$ cat src/rtl/screen_blit_pkg.sv
// Shared types and helpers for the screen blitter: FSM states, colour-source modes
// and geometry/latency helper functions.
package screen_blit_pkg;

  typedef enum logic [1:0] {
    IDLE  = 2'd0,
    RUN   = 2'd1,
    FLUSH = 2'd2,
    DONE  = 2'd3
  } blit_state_e;

  localparam logic MODE_IMAGE = 1'b0;
  localparam logic MODE_FILL  = 1'b1;

  function automatic int blit_pixels(input int w, input int h);
    return w * h;
  endfunction

  // A ROM latency below one cycle is meaningless; clamp so the delay line always exists.
  function automatic int blit_delay_depth(input int rom_lat);
    return (rom_lat < 1) ? 1 : rom_lat;
  endfunction

endpackage

$ cat src/rtl/blit_delay_line.sv
// Fixed-depth shift register used to align pixel coordinates and valid with ROM data.
module blit_delay_line #(
  parameter int WIDTH = 1,
  parameter int DEPTH = 1
) (
  input  logic             clk_i,
  input  logic             rst_i,
  input  logic [WIDTH-1:0] d_i,
  output logic [WIDTH-1:0] q_o
);

  logic [WIDTH-1:0] sr_q [DEPTH];

  always_ff @(posedge clk_i) begin
    if (rst_i) begin
      for (int i = 0; i < DEPTH; i++) sr_q[i] <= '0;
    end else begin
      sr_q[0] <= d_i;
      for (int i = 1; i < DEPTH; i++) sr_q[i] <= sr_q[i-1];
    end
  end

  assign q_o = sr_q[DEPTH-1];

endmodule

$ cat src/rtl/screen_blitter.sv
// Raster walker that plots an IMG_W x IMG_H image (from one of NUM_IMG ROMs) or a
// constant fill into the VGA write port, one pixel per cycle, with start/busy/done.
module screen_blitter
  import screen_blit_pkg::*;
#(
  parameter int IMG_W   = 240,
  parameter int IMG_H   = 240,
  parameter int X_OFF   = 80,
  parameter int Y_OFF   = 0,
  parameter int XY_W    = 9,
  parameter int CLR_W   = 3,
  parameter int NUM_IMG = 3,
  parameter int ADDR_W  = 16,
  parameter int ROM_LAT = 1,
  localparam int SEL_W  = (NUM_IMG > 1) ? $clog2(NUM_IMG) : 1
) (
  input  logic                     clk,
  input  logic                     reset,
  input  logic                     start,
  input  logic                     fill_mode,
  input  logic [SEL_W-1:0]         img_sel,
  input  logic [CLR_W-1:0]         fill_colour,
  output logic [ADDR_W-1:0]        rom_addr,
  input  logic [NUM_IMG*CLR_W-1:0] rom_q,
  output logic                     plot,
  output logic [XY_W-1:0]          xLoc,
  output logic [XY_W-1:0]          yLoc,
  output logic [CLR_W-1:0]         colour,
  output logic                     busy,
  output logic                     done
);

  localparam int N     = blit_pixels(IMG_W, IMG_H);
  localparam int DLY   = blit_delay_depth(ROM_LAT);
  localparam int XW    = (IMG_W > 1) ? $clog2(IMG_W) : 1;
  localparam int YW    = (IMG_H > 1) ? $clog2(IMG_H) : 1;
  localparam int LAT_W = $clog2(DLY + 1);

  blit_state_e        state_q;
  logic [XW-1:0]      x_q;
  logic [YW-1:0]      y_q;
  logic [ADDR_W-1:0]  addr_q;
  logic [LAT_W-1:0]   flush_q;
  logic               busy_q;
  logic               done_q;
  logic               mode_q;
  logic [SEL_W-1:0]   sel_q;
  logic [CLR_W-1:0]   fill_q;

  logic               vld_p1;
  logic [XW-1:0]      x_p1;
  logic [YW-1:0]      y_p1;
  logic [CLR_W-1:0]   img_clr;

  // Stage p0: raster walk; the address counts linearly so no y*IMG_W product is needed.
  always_ff @(posedge clk) begin
    if (reset) begin
      state_q <= IDLE;
      x_q     <= '0;
      y_q     <= '0;
      addr_q  <= '0;
      flush_q <= '0;
      busy_q  <= 1'b0;
      done_q  <= 1'b0;
      mode_q  <= MODE_IMAGE;
      sel_q   <= '0;
      fill_q  <= '0;
    end else begin
      case (state_q)
        IDLE: begin
          if (start) begin
            state_q <= RUN;
            busy_q  <= 1'b1;
            mode_q  <= fill_mode;
            sel_q   <= (int'(img_sel) < NUM_IMG) ? img_sel : '0;
            fill_q  <= fill_colour;
          end
        end
        RUN: begin
          if (addr_q == ADDR_W'(N - 1)) begin
            state_q <= FLUSH;
            x_q     <= '0;
            y_q     <= '0;
            addr_q  <= '0;
            flush_q <= '0;
          end else begin
            addr_q <= addr_q + 1'b1;
            if (x_q == XW'(IMG_W - 1)) begin
              x_q <= '0;
              y_q <= y_q + 1'b1;
            end else begin
              x_q <= x_q + 1'b1;
            end
          end
        end
        FLUSH: begin
          if (flush_q == LAT_W'(DLY - 1)) begin
            state_q <= DONE;
            busy_q  <= 1'b0;
            done_q  <= 1'b1;
          end else begin
            flush_q <= flush_q + 1'b1;
          end
        end
        DONE: begin
          state_q <= IDLE;
          done_q  <= 1'b0;
        end
        default: state_q <= IDLE;
      endcase
    end
  end

  assign rom_addr = addr_q;
  assign busy     = busy_q;
  assign done     = done_q;

  // Stage p1: coordinates and valid arrive in the same cycle as the ROM word.
  blit_delay_line #(
    .WIDTH (1 + XW + YW),
    .DEPTH (DLY)
  ) u_align (
    .clk_i (clk),
    .rst_i (reset),
    .d_i   ({state_q == RUN, x_q, y_q}),
    .q_o   ({vld_p1, x_p1, y_p1})
  );

  always_comb begin
    img_clr = rom_q[CLR_W-1:0];
    for (int i = 1; i < NUM_IMG; i++) begin
      if (int'(sel_q) == i) img_clr = rom_q[i*CLR_W +: CLR_W];
    end
    plot   = vld_p1;
    xLoc   = '0;
    yLoc   = '0;
    colour = '0;
    if (vld_p1) begin
      xLoc   = XY_W'(X_OFF) + XY_W'(x_p1);
      yLoc   = XY_W'(Y_OFF) + XY_W'(y_p1);
      colour = (mode_q == MODE_FILL) ? fill_q : img_clr;
    end
  end

endmodule

$ cat config.mk
export PLATFORM = sky130hd
export DESIGN_NAME = screen_blitter
export DESIGN_NICKNAME = d
export VERILOG_FILES = /design/src/rtl/screen_blit_pkg.sv /design/src/rtl/blit_delay_line.sv /design/src/rtl/screen_blitter.sv
export SDC_FILE = /design/constraint.sdc
export NUM_CORES = 1
export LEC_CHECK = 0
export CORE_UTILIZATION = 50
export DETAILED_ROUTE_END_ITERATION = 8
export GPL_TIMING_DRIVEN = 0
export PLACE_DENSITY = 0.81
export SLEW_MARGIN = 5
export SYNTH_ARGS = -nofsm -noshare
export SYNTH_HDL_FRONTEND = slang
export SYNTH_HIERARCHICAL = 1
export SYNTH_SLANG_ARGS = --single-unit
$ cat constraint.sdc
create_clock -name clk -period 2 [get_ports clk]
set_input_delay 0.4 -clock clk [delete_from_list [all_inputs] [get_ports clk]]
set_output_delay 0.4 -clock clk [all_outputs]
set_load 0.005 [all_outputs]
**Word-level counts from Yosys, hierarchy flattened**

Memory sizes are Yosys's and may differ from the RTL's.
Cells that the tools add are included.

- Magnitude comparators: 1
- Muxes and demuxes: 29
- Add/subtract/negate cells: 5
- Equal/unequal tests: 10
- Reductions and logical operators: 12

Operators with widths:

| operator | number |
|---|---|
| $mux 8 | 5 |
| $mux 17 | 1 |
| $reduce_or 17->1 | 1 |
| $add 16x1->16 const B | 1 |
| $add 8x1->8 const B | 2 |
| $eq 16x16->1 const B | 1 |
| $mux 16 | 1 |
| $mux 3 | 4 |
| $add 7x8->9 const A | 1 |
| $mux 1 | 9 |
| $mux 9 | 1 |
| $eq 2x2->1 const B | 4 |
| $eq 8x8->1 const B | 1 |
| $mux 2 | 4 |
| $pmux 2 s4 | 1 |
| $reduce_and 2->1 | 4 |
| $reduce_bool 2->1 | 4 |
| $ne 2x2->1 const B | 3 |
| $pmux 1 s2 | 3 |
| $reduce_and 3->1 | 2 |
| $eq 2x1->1 const B | 1 |
| $logic_not 2->1 | 1 |
| $lt 2x2->1 const B | 1 |
| $add 1x1->1 const B | 1 |

- Memories kept: 1
- Register bits: 43
- Bits in writable memories: 17
- Output and inout bits: 40
- Logic and storage cells: 68

Memories:

| memory | depth | bits a word | rd ports | clocked after Yosys merged registers in | write ports | line | text |
|---|---|---|---|---|---|---|---|
| u_align.sr_q | 1 | 17 | 1 | 0 | 1 | blit_delay_line.sv:12 | `logic [WIDTH-1:0] sr_q [DEPTH];` |

**Depth between registers and ports, before layout**

- Depth after elaboration: 5
- Gate-level depth with buffers: 7

**Cells and area by module**

The synthesis kept the hierarchy.

Modules (own cells, without submodules):

| module | area each (sq um) | times used | cells an instance |
|---|---|---|---|
| screen_blitter | 2,339.7 | 1 | 277 |
| blit_delay_line | 475.5 | 1 | 35 |

**Least setup slack after synthesis**

No wires, ideal clock.

- Path kind: register to register
- Start point: reg state_q[1]
- End point: reg y_q[7]
- Data required time: 1.930 ns
- Period minus slack after synthesis: 1.673 ns
- Cell stages (with the launch flop): 7
- Arrival time: 1.603 ns
- Path slack: 0.327 ns
- Path buffers: 0
- Path through: dfxtp_1 -> inv_1 -> ha_1 -> and4b_1 -> nand2_2 -> or4_1 -> a21oi_1

- Word-level cells in the longest chain between the ends: 2

Ends and longest elaborated chain:

| what | line | text |
|---|---|---|
| start, declared | screen_blitter.sv:39 | `blit_state_e state_q;` |
| start signal, assigned | screen_blitter.sv:58 | `state_q <= IDLE;` |
| start signal, assigned | screen_blitter.sv:72 | `state_q <= RUN;` |
| start signal, assigned | screen_blitter.sv:81 | `state_q <= FLUSH;` |
| $eq 2x1->1 | screen_blitter.sv:69 | `case (state_q)` |
| $reduce_and 2->1 (no source line) | - |  |
| end signal, assigned | screen_blitter.sv:90 | `y_q <= y_q + 1'b1;` |
| end, declared | screen_blitter.sv:41 | `logic [YW-1:0] y_q;` |

No other way between the ends.
A chain may end at the register's enable or synchronous reset.

**Final worst setup path**

- Start point: in rom_q[1]
- End point: out colour[1]

- Word-level cells in the longest chain between the ends: 4

Ends and longest elaborated chain:

| what | line | text |
|---|---|---|
| start, declared | screen_blitter.sv:24 | `input logic [NUM_IMG*CLR_W-1:0] rom_q,` |
| $mux 3 (2 in a row) | screen_blitter.sv:132 | `if (int'(sel_q) == i) img_clr = rom_q[i*CLR_W +: CLR_W];` |
| $mux 3 | screen_blitter.sv:141 | `colour = (mode_q == MODE_FILL) ? fill_q : img_clr;` |
| $mux 3 | screen_blitter.sv:138 | `if (vld_p1) begin` |
| end, declared | screen_blitter.sv:28 | `output logic [CLR_W-1:0] colour,` |

No other way between the ends.

==> reports/metrics.yaml <==
status:
  outcome: "complete, no violations"
synth:
  synth.area.top_cells: "dfxtp_1 (42%), xor2_1 (3.7%), and2_1 (3.6%), ha_1 (3.6%), nor2b_1 (3.6%)"
  yosys.area_share.simple_pct: 31.60
  synth_fa_ha_area_share_pct: 3.556
  synth_top_area_share_pct: 41.96
  synth_compound_area_share_pct: 12.18
  synth_xor_area_share_pct: 5.911
  synth.cells.most_frequent: "dfxtp_1 (59), nor2_1 (24), nand2_1 (22)"
  synth_top_family_by_area: "simple AND/OR/NAND/NOR gates"
  yosysMostFrequentCell: "dfxtp_1"
  synthMuxAreaShare_pct: 1.422
  yosys.area.top_type: "dfxtp_1"
  synth_cell_type_count: 49
  synth_fp_nets: 338
  syn-instance-count: 312
  synth_edf_count: 0
  ys_seq_area_share_pct: 41.96
  synth-seq-cells: 59
  synth_flop_cell: "dfxtp_1"
  syn_avg_cell_area_um2: 9.023
  synth_warnings: 6
  synth_area_mm2: 0.002815
  ys_async_sr_fraction_pct: 0
route:
  ant_nets: 0
  routed-wl-met2_um: 2846
  top_layer: "met4"
  drt-pass1-iter-count: 4
  viasPerCell: 5.350
  route.met3.wl_um: 410
  avgRoutedWirePerCell_um: 13.50
  drtIter0Drc: 138
  drc_errors: 0
  via_count: 2429
  wl_met1_um: 2801
  wl_um: 6127
floorplanning:
  die-area_mm2: 0.005934
  core-area_mm2: 0.005270
  io_pins: 58
  die_w_um: 77.04
  dieHeight_um: 77.04
  initial_core_util_pct: 53.42
  rows: 26
critical_path:
  path_cells: "clkdlybuf4s50_1, nor2b_2, a211oi_1, a211o_1, a21boi_2, buf_2"
  r2r_cells: 6
  critPathMaxFanout: 2
  cp.depth: 6
  cp.arrival_ns: 1.57
  cp_top_family: "buffers and inverters"
  r2r_slack_ns: 0.12
  cp-startpoint: "rom_q[1]"
  r2r_end: "y_q[7]$_SDFFE_PP0P_"
  reg2reg_from: "state_q[1]$_SDFFE_PP0P_"
  end_kind: "output port"
  crit_slowest_cell: "clkdlybuf4s50_1"
  cpPeakStageDelay_ns: 0.47
  startpoint_type: "input pin"
  critPathBufInv: 2
  critPathRequiredTime_ns: 1.60
  critical_path_class: "input pin to output port"
  crit_path_end: "colour[1]"
sta:
  finalCritPeriodShare_pct: 98.58
  drv_slew: 0
  tns_ns: 0
  period_minus_slack_ns: 1.972
  rsz0062_at_grt: "true"
  slew-limit-headroom_pct: 63.99
  fin_ws_ns: 0.02836
  hold_slack_ns: 0.4588
  fmax_mhz: 507.2
  hold_viol: 0
  worst_pin_slew_ns: 0.5402
  skew_ns: 0.009654
  setup_violations: 0
cells_and_area:
  final_area_mm2: 0.003697
  n_fill_cell: 418
  final_cells: 454
  fin_util_pct: 70.16
  antennaDiodeCount: 0
  area_growth_pct: 31.33
  drive_above_1_share_pct: 13.80
  nNetsFinal: 405
clock_tree:
  max-clock-path-buffers: 2
  tritoncts: "built"
  clk_pin_slew_ns: 0.06
  cts_sinks: 59
  root_buffer: "clkbuf_8"
  cts_made_buffers: 9
  htreeDepth: 3
  clk_latency_ns: 0.33
place:
  io_buffers: 56
  dp_hpwl_um: 4263
  dp.cells: 438
  place_area_mm2: 0.003463
  gp_congestion: 0.8200
  preCtsSetupSlack_ns: -0.5519
pwr:
  pwr-share-seq_pct: 44.7
  p_sw_uw: 907.7
  totalPowerFinal_mw: 3.051
  p_int_mw: 2.144
  switching_share_pct: 29.75
  p_clk_share_pct: 31.7
  leakage_nw: 1.435
  pwr_density_cell_mw_per_mm2: 825.3
  ir_worst_vdd_v: 0.0005827
  pwr-share-comb_pct: 23.7
grt:
  grt_pass1_vias: 2357
  grt_overflow: 0
  antenna_found_initial: 0
  track_usage_pct: 22.38
  grt_max_degree: 11
  grt_pass1_wl_um: 10600
hold_path:
  hp-class: "flop to flop"
flow_run:
  max_cap_viol_count: 0
-- layout make-up --
type | count | area [um2] | area share (%)
Inverter | 4 | 15.01 | 0.4061
Tap cell | 70 | 87.58 | 2.369
Clock buffer | 12 | 155.1 | 4.196
Buffer | 12 | 81.33 | 2.200
Multi-Input combinational cell | 236 | 1585 | 42.88
Clock inverter | 4 | 25.02 | 0.6768
Sequential cell | 59 | 1187 | 32.12
Timing Repair Buffer | 57 | 560.5 | 15.16
-- power by group through the flow --
stage          clock, mW  combinational [mW]  sequential, mW
5_1_grt             1.04               0.814            1.38
2_1_floorplan          0               0.453            1.37
4_1_cts            0.990               0.708            1.36
3_3_place_gp           0               0.694            1.38
3_5_place_dp           0               0.709            1.38
6_report           0.966               0.722            1.36
-- worst reg2reg max path, stage by stage (launching register included) --
cell	delay, ns
dfxtp_1	0.34
inv_1	0.08
ha_2	0.29
and4b_1	0.28
nand2_2	0.15
or4_1	0.53
a21oi_1	0.15
-- cells in the final DEF, fill, tap and decap left out, drive strengths merged, types with 4 or more instances in the layout --
cell,count
buf,11
and2,16
a211o,4
nor3,10
nand2,23
and2b,7
nor2,24
a21boi,4
nand3,19
clkdlybuf4s50,50
dfxtp,59
a21oi,19
nand4,11
ha,8
and3,5
nor2b,16
o31ai,5
or4,4
xnor2,7
nand2b,4
inv,4
mux2i,4
o21ai,5
clkbuf,17
xor2,12
-- sequential cells by signal (all words and copies together) (netlist names) --
signal and cells:
fill_q 3, u_align/sr_q 17, y_q 8, mode_q 1
done 1, state_q 2, rom_addr 16, busy 1
sel_q 2, x_q 8
-- cell families after synthesis --
| logic type | Yosys count |
|---|---|
| flops | 59 |
| simple gates | 154 |
| other cells | 1 |
| buf+inv | 17 |
| mux | 4 |
| xor+xnor | 19 |
| fa+ha+maj | 8 |
| compound gates | 50 |
-- timing repair --
action	CTS	global route
buffers inserted	1	0
hold buffers	0	0
pin swaps	5	1
endpoints found under the setup margin	30	47
resized for setup	22	21
-- how the worst min path moves through the flow --
stage	cells after the start	slack (ns)	startpoint	end
after global routing	2	0.49	fill_q[2]$_SDFFE_PP0P_	fill_q[2]$_SDFFE_PP0P_
final	2	0.46	fill_q[2]$_SDFFE_PP0P_	fill_q[2]$_SDFFE_PP0P_
after CTS	2	0.46	fill_q[2]$_SDFFE_PP0P_	fill_q[2]$_SDFFE_PP0P_
after floorplan	2	0.44	fill_q[0]$_SDFFE_PP0P_	fill_q[0]$_SDFFE_PP0P_
after global placement	2	0.45	fill_q[2]$_SDFFE_PP0P_	fill_q[2]$_SDFFE_PP0P_
after detailed placement	2	0.45	fill_q[2]$_SDFFE_PP0P_	fill_q[2]$_SDFFE_PP0P_
-- per-layer routing --
layer / vias up / GRT usage [%]
met2: 78 / 35.54
li1: 1236 / -
met3: 10 / 3.929
met1: 1105 / 27.79
met5: - / 0
met4: 0 / 14.72
Power figures use the tool's default switching activity.
